### src/rtl/dlx_mem_arbiter_if.sv
// Bus bundle between the DLX phase requesters (fetch/data), the arbiter and the memory model.
// The arbiter uses the slave view; requesters and memory together use the master view.
interface dlx_mem_arbiter_if #(
    parameter int unsigned AW = 32,
    parameter int unsigned DW = 32
);
    logic            i_req;
    logic [AW-1:0]   i_addr;
    logic [DW-1:0]   i_rdata;
    logic            i_ack;
    logic            i_err;

    logic            d_req;
    logic            d_we;
    logic [AW-1:0]   d_addr;
    logic [DW-1:0]   d_wdata;
    logic [DW/8-1:0] d_be;
    logic [DW-1:0]   d_rdata;
    logic            d_ack;
    logic            d_err;

    logic            mem_req;
    logic            mem_we;
    logic [AW-1:0]   mem_addr;
    logic [DW-1:0]   mem_wdata;
    logic [DW/8-1:0] mem_be;
    logic [DW-1:0]   mem_rdata;
    logic            mem_ready;

    modport slave (
        input  i_req, i_addr, d_req, d_we, d_addr, d_wdata, d_be, mem_rdata, mem_ready,
        output i_rdata, i_ack, i_err, d_rdata, d_ack, d_err,
        output mem_req, mem_we, mem_addr, mem_wdata, mem_be
    );

    modport master (
        output i_req, i_addr, d_req, d_we, d_addr, d_wdata, d_be, mem_rdata, mem_ready,
        input  i_rdata, i_ack, i_err, d_rdata, d_ack, d_err,
        input  mem_req, mem_we, mem_addr, mem_wdata, mem_be
    );
endinterface

### src/rtl/dlx_mem_arbiter.sv
// Arbitrates the single-ported DLX memory between instruction fetch and data access,
// with registered memory-side attributes, wait-state tolerance and an access timeout.
module dlx_mem_arbiter #(
    parameter int unsigned AW      = 32,
    parameter int unsigned DW      = 32,
    parameter int unsigned TIMEOUT = 16
) (
    input  logic                 clk,
    input  logic                 reset,
    dlx_mem_arbiter_if.slave     bus
);
    localparam int unsigned BW = DW / 8;
    localparam int unsigned CW = (TIMEOUT > 0) ? $clog2(TIMEOUT + 1) : 1;

    typedef enum logic [1:0] {StIdle, StAccess, StResp} state_e;

    state_e          state_q, state_d;
    logic            gnt_data_q, gnt_data_d;
    logic            last_data_q, last_data_d;
    logic            we_q, we_d;
    logic [AW-1:0]   addr_q, addr_d;
    logic [DW-1:0]   wdata_q, wdata_d;
    logic [BW-1:0]   be_q, be_d;
    logic [DW-1:0]   rdata_q, rdata_d;
    logic            err_q, err_d;
    logic [CW-1:0]   cnt_q, cnt_d;
    logic            take_data;
    logic            resp;

    always_ff @(posedge clk) begin
        if (reset) begin
            state_q     <= StIdle;
            gnt_data_q  <= 1'b0;
            last_data_q <= 1'b0;
            we_q        <= 1'b0;
            addr_q      <= '0;
            wdata_q     <= '0;
            be_q        <= '0;
            rdata_q     <= '0;
            err_q       <= 1'b0;
            cnt_q       <= '0;
        end else begin
            state_q     <= state_d;
            gnt_data_q  <= gnt_data_d;
            last_data_q <= last_data_d;
            we_q        <= we_d;
            addr_q      <= addr_d;
            wdata_q     <= wdata_d;
            be_q        <= be_d;
            rdata_q     <= rdata_d;
            err_q       <= err_d;
            cnt_q       <= cnt_d;
        end
    end

    always_comb begin
        state_d     = state_q;
        gnt_data_d  = gnt_data_q;
        last_data_d = last_data_q;
        we_d        = we_q;
        addr_d      = addr_q;
        wdata_d     = wdata_q;
        be_d        = be_q;
        rdata_d     = rdata_q;
        err_d       = err_q;
        cnt_d       = cnt_q;
        // On a tie the side that did not win last time gets the grant.
        take_data   = bus.d_req && (!bus.i_req || !last_data_q);

        case (state_q)
            StIdle: begin
                if (bus.i_req || bus.d_req) begin
                    gnt_data_d  = take_data;
                    last_data_d = take_data;
                    we_d        = take_data && bus.d_we;
                    addr_d      = take_data ? bus.d_addr : bus.i_addr;
                    wdata_d     = take_data ? bus.d_wdata : '0;
                    be_d        = take_data ? bus.d_be : '1;
                    err_d       = 1'b0;
                    cnt_d       = '0;
                    state_d     = StAccess;
                end
            end
            StAccess: begin
                if (bus.mem_ready) begin
                    if (!we_q) rdata_d = bus.mem_rdata;
                    state_d = StResp;
                end else begin
                    if (cnt_q != {CW{1'b1}}) cnt_d = cnt_q + CW'(1);
                    if (TIMEOUT != 0 && cnt_d == CW'(TIMEOUT)) begin
                        err_d   = 1'b1;
                        rdata_d = '0;
                        state_d = StResp;
                    end
                end
            end
            StResp: begin
                state_d = StIdle;
            end
            default: begin
                state_d = StIdle;
            end
        endcase
    end

    assign resp          = (state_q == StResp);
    assign bus.mem_req   = (state_q == StAccess);
    assign bus.mem_we    = we_q;
    assign bus.mem_addr  = addr_q;
    assign bus.mem_wdata = wdata_q;
    assign bus.mem_be    = be_q;
    assign bus.i_ack     = resp && !gnt_data_q;
    assign bus.i_err     = resp && !gnt_data_q && err_q;
    assign bus.d_ack     = resp && gnt_data_q;
    assign bus.d_err     = resp && gnt_data_q && err_q;
    assign bus.i_rdata   = rdata_q;
    assign bus.d_rdata   = rdata_q;
endmodule

### src/flat_wrapper.sv
// flat-port wrapper written by rule: the top's interface ports become plain ports
module dlx_mem_arbiter_flat 
#(
    parameter int unsigned AW      = 32,
    parameter int unsigned DW      = 32,
    parameter int unsigned TIMEOUT = 16
)
  (clk, reset, bus_i_req, bus_i_addr, bus_d_req, bus_d_we, bus_d_addr, bus_d_wdata, bus_d_be, bus_mem_rdata, bus_mem_ready, bus_i_rdata, bus_i_ack, bus_i_err, bus_d_rdata, bus_d_ack, bus_d_err, bus_mem_req, bus_mem_we, bus_mem_addr, bus_mem_wdata, bus_mem_be);
  dlx_mem_arbiter_if #(.AW(AW), .DW(DW)) bus_i ();
  input  logic clk;
  input  logic reset;
  input wire logic [$bits(bus_i.i_req)-1:0] bus_i_req;
  input wire logic [$bits(bus_i.i_addr)-1:0] bus_i_addr;
  input wire logic [$bits(bus_i.d_req)-1:0] bus_d_req;
  input wire logic [$bits(bus_i.d_we)-1:0] bus_d_we;
  input wire logic [$bits(bus_i.d_addr)-1:0] bus_d_addr;
  input wire logic [$bits(bus_i.d_wdata)-1:0] bus_d_wdata;
  input wire logic [$bits(bus_i.d_be)-1:0] bus_d_be;
  input wire logic [$bits(bus_i.mem_rdata)-1:0] bus_mem_rdata;
  input wire logic [$bits(bus_i.mem_ready)-1:0] bus_mem_ready;
  output wire logic [$bits(bus_i.i_rdata)-1:0] bus_i_rdata;
  output wire logic [$bits(bus_i.i_ack)-1:0] bus_i_ack;
  output wire logic [$bits(bus_i.i_err)-1:0] bus_i_err;
  output wire logic [$bits(bus_i.d_rdata)-1:0] bus_d_rdata;
  output wire logic [$bits(bus_i.d_ack)-1:0] bus_d_ack;
  output wire logic [$bits(bus_i.d_err)-1:0] bus_d_err;
  output wire logic [$bits(bus_i.mem_req)-1:0] bus_mem_req;
  output wire logic [$bits(bus_i.mem_we)-1:0] bus_mem_we;
  output wire logic [$bits(bus_i.mem_addr)-1:0] bus_mem_addr;
  output wire logic [$bits(bus_i.mem_wdata)-1:0] bus_mem_wdata;
  output wire logic [$bits(bus_i.mem_be)-1:0] bus_mem_be;
  assign bus_i.i_req = bus_i_req;
  assign bus_i.i_addr = bus_i_addr;
  assign bus_i.d_req = bus_d_req;
  assign bus_i.d_we = bus_d_we;
  assign bus_i.d_addr = bus_d_addr;
  assign bus_i.d_wdata = bus_d_wdata;
  assign bus_i.d_be = bus_d_be;
  assign bus_i.mem_rdata = bus_mem_rdata;
  assign bus_i.mem_ready = bus_mem_ready;
  assign bus_i_rdata = bus_i.i_rdata;
  assign bus_i_ack = bus_i.i_ack;
  assign bus_i_err = bus_i.i_err;
  assign bus_d_rdata = bus_i.d_rdata;
  assign bus_d_ack = bus_i.d_ack;
  assign bus_d_err = bus_i.d_err;
  assign bus_mem_req = bus_i.mem_req;
  assign bus_mem_we = bus_i.mem_we;
  assign bus_mem_addr = bus_i.mem_addr;
  assign bus_mem_wdata = bus_i.mem_wdata;
  assign bus_mem_be = bus_i.mem_be;
  dlx_mem_arbiter #(.AW(AW), .DW(DW), .TIMEOUT(TIMEOUT)) u_core (.clk(clk), .reset(reset), .bus(bus_i));
endmodule
### config.mk
export PLATFORM = sky130hd
export DESIGN_NAME = dlx_mem_arbiter_flat
export DESIGN_NICKNAME = d
export VERILOG_FILES = /design/src/rtl/dlx_mem_arbiter_if.sv /design/src/rtl/dlx_mem_arbiter.sv /design/src/flat_wrapper.sv
export SDC_FILE = /design/constraint.sdc
export NUM_CORES = 1
export LEC_CHECK = 0
export ABC_AREA = 1
export CAP_MARGIN = 0
export CORE_ASPECT_RATIO = 1.2
export CORE_MARGIN = 5
export CORE_UTILIZATION = 41
export DETAILED_ROUTE_END_ITERATION = 10
export GPL_TIMING_DRIVEN = 1
export PLACE_DENSITY = 0.94
export SYNTH_ARGS = -nofsm -noshare
export SYNTH_HDL_FRONTEND = slang
export SYNTH_SLANG_ARGS = --single-unit
### constraint.sdc
create_clock -name clk -period 2.7 [get_ports clk]
set_input_delay 0.54 -clock clk [delete_from_list [all_inputs] [get_ports clk]]
set_output_delay 0.54 -clock clk [all_outputs]
set_load 0.03 [all_outputs]
==> run_results.csv, run 1 <==
group,metric,value,unit
outcome,status,"finished clean",
global_routing,antenna_found_initial,0,
final_layout,stdcell_count,1034,
synth,avgSynthCellArea,7.41,um^2
clocking,cts_tree,"done",
worst_setup_path,r2r_setup_slack,0.76,ns
clocking,clkTransAtPathRegs,0.07,ns
placed_design,dp_cells,1018,
global_routing,grtUsageMet2,0.367,
global_routing,met3_usage,0.0798,
placed_design,portBuffers,275,
synth,synth-seq-cells,110,
run,drv_cap,0,
worst_setup_path,crit_fanout,4,
clocking,ctsResizeCount,0,
worst_setup_path,path_class,"flop to output pin",
worst_setup_path,crit_chain,"inv_1 > nor3_1 > clkdlybuf4s50_1",
sta,final_max_slew_viol_count,0,
clocking,clock-sinks,110,
clocking,cts_buffers,9,
clocking,cts-root-buf,"clkbuf_16",
power,ir_worst_vdd,0.332,mV
synth,synth_cells,651,
worst_setup_path,required,2.16,ns
synth,synth_nets,790,
detailed_routing,via_count,5097,
detailed_routing,viasPerCell,4.93,
worst_setup_path,worstPathArrival,1.95,ns
detailed_routing,wl_per_cell,15.0,um
sta,rsz0062_at_grt,"false",
global_routing,grt_overflow,0,
clocking,htreeDepth,3,
floorplanning,die_height,129,um
clocking,ctsHoldBuffers,0,
sta,fmax,0.402,GHz
sta,finClkSkew,0.00926,ns
synth,yosys.cell_count.top_type,"nand2_1",
synth,post-synth-top-area-fraction,0.456,
sta,hold_violations,0,
sta,holdWs,0.466,ns
detailed_routing,drt_first_pass_iters,4,
detailed_routing,ant_nets,0,
power,p_per_area,558,nW/um^2
synth,syn_area,4830,um^2
worst_setup_path,slowest_delay,0.75,ns
global_routing,grt-busiest-layer,"met2",
final_layout,fillers,919,
power,cellLeakagePower,3.03,nW
sta,slew_headroom,0.552,
worst_hold_path,hold_path_class,"flop to flop",
global_routing,track_usage,0.211,
sta,period_needed,2.49,ns
sta,tightestPinTransition,0.673,ns
synth,synth_cell_type_count,30,
detailed_routing,wl,15500,um
clocking,post_cts_buffers,0,
synth,ys_seq_area_frac,0.456,
synth,synth.area.top_cells,"dfxtp_1 46%, nand2_1 14%, a21oi_1 6.0%",
detailed_routing,drc,0,
synth,synth_edf_count,0,
sta,tns,0,ns
synth,yosys-top-cells-count,"185 x nand2_1, 110 x dfxtp_1, 58 x a21oi_1",
global_routing,grt_pass1_vias,4952,
clocking,clockBufferDepth,2,
floorplanning,fp.dieW,109,um
worst_setup_path,worstSetupEndpointType,"output pin",
global_routing,grt_max_degree,58,
final_layout,layout-drive-gt1-share,0.0650,
worst_setup_path,cp-start-kind,"flop",
final_layout,diodes,0,
synth,synth_ff_type,"dfxtp_1",
synth,async_reset_ff_frac,0,
worst_setup_path,cp_slowest_cell,"clkdlybuf4s50_1",
clocking,clock_latency,0.34,ns
placed_design,hpwl,11700,um
global_routing,grt_pass1_wl,23600,um
floorplanning,rows,43,
floorplanning,ioPinCount,276,
global_routing,met1_usage,0.228,
floorplanning,die_area,14100,um^2
placed_design,routabilityCongestion,0.828,
final_layout,fin_nets,1011,
detailed_routing,first_iter_violations,303,
synth,synth-warning-count,0,
floorplanning,coreArea,11600,um^2
floorplanning,initial_utilization,0.417,
synth,yosys.area.top_type,"dfxtp_1",
final_layout,area_growth_syn_to_layout,59.3,%
sta,finalSetupViolCount,0,
sta,period_share,0.922,
==> routing by layer <==
layer  up-vias  part of all wire
li1       2529                 -
met1      2297              0.37
met2       242              0.50
met3        29              0.11
met4         0             0.027
met5         -                 0
==> area by class of cell <==
type,instances,area [um^2],area share
Inverter,46,173,0.0225
Clock inverter,6,53.8,0.00700
Sequential cell,110,2200,0.286
Tap cell,157,196,0.0255
Multi-Input combinational cell,419,2000,0.260
Timing Repair Buffer,286,2830,0.368
Clock buffer,10,239,0.0311
==> through the flow <==
stage	power, mW	util	setup slack (ns)	cell area, um^2
finish	4.29	0.665	0.210	7690
CTS	4.33	0.665	0.156	7690
floorplan	2.50	-	0.756	4830
global placement	3.02	0.639	0.468	7400
global route	4.50	0.665	0.142	7690
detailed placement	3.04	0.639	0.406	7400
==> critical path, delay by kind of cell, from the launching register on <==
family                 cells  cell delay, ns
buffers and inverters      2            0.87
DFF                        1            0.43
and+or+nand+nor            1            0.31
==> registers in the layout, summed over array words and instances (netlist names) <==
signal / count
u_core.cnt_q: 5
u_core.state_q: 2
u_core.bus.mem_we: 1
u_core.bus.d_rdata: 32
u_core.bus.mem_addr: 32
u_core.bus.mem_be: 4
u_core.last_data_q: 1
u_core.err_q: 1
u_core.bus.mem_wdata: 32
==> kinds of logic (layout without fill, tap and decap cells) <==
group                      count (synthesis)  after routing  share of synthesized area
buffers and inverters                    122            348                      0.132
AOI/OAI and AO/OA                        129            129                      0.148
DFF                                      110            110                      0.456
and+or+nand+nor                          289            289                      0.261
adders and majority gates                  1              1                    0.00259
==> cell usage in the layout (no fill, tap or decap) <==
cell type / n
clkdlybuf4s50_1: 274
nand2_1: 185
dfxtp_1: 110
a21oi_1: 58
nand3_1: 57
inv_1: 43
o21ai_0: 32
a31oi_1: 32
nor2_1: 20
nor2_2: 12
buf_4: 11
clkbuf_16: 9
o221a_2: 4
nor2_4: 3
nand2_2: 3
clkinv_4: 3
inv_2: 2
nor3_1: 2
nor4_1: 2
nand2_4: 2
inv_8: 2
o21ai_2: 1
clkinv_1: 1
nand4_2: 1
nand4_1: 1
o211ai_1: 1
nand3_4: 1
o21a_1: 1
ha_1: 1
clkinv_2: 1
clkbuf_8: 1
buf_2: 1
==> report_power, final <==
group          switching [mW]  internal [mW]
registers              0.0796           1.74
logic                   0.651          0.530
clock network           0.619          0.668
==> final timing paths <==
path | end | from | cells past startpoint
max reg2reg | u_core.bus.d_rdata[20] | u_core.cnt_q[0] | 9
min | u_core.bus.mem_wdata[28] | u_core.bus.mem_wdata[28] | 2
min reg2reg | u_core.bus.mem_wdata[28] | u_core.bus.mem_wdata[28] | 2
max | bus_i_ack | u_core.state_q[1] | 3
Power figures use the tool's default switching activity.
==> run 2: changes to the inputs <==
Settings changed: CAP_MARGIN 0 to default, SETUP_SLACK_MARGIN from default to 0.02.
==> results of run 2 <==
No change in the layout: final DEF, timing and power equal those of run 1.
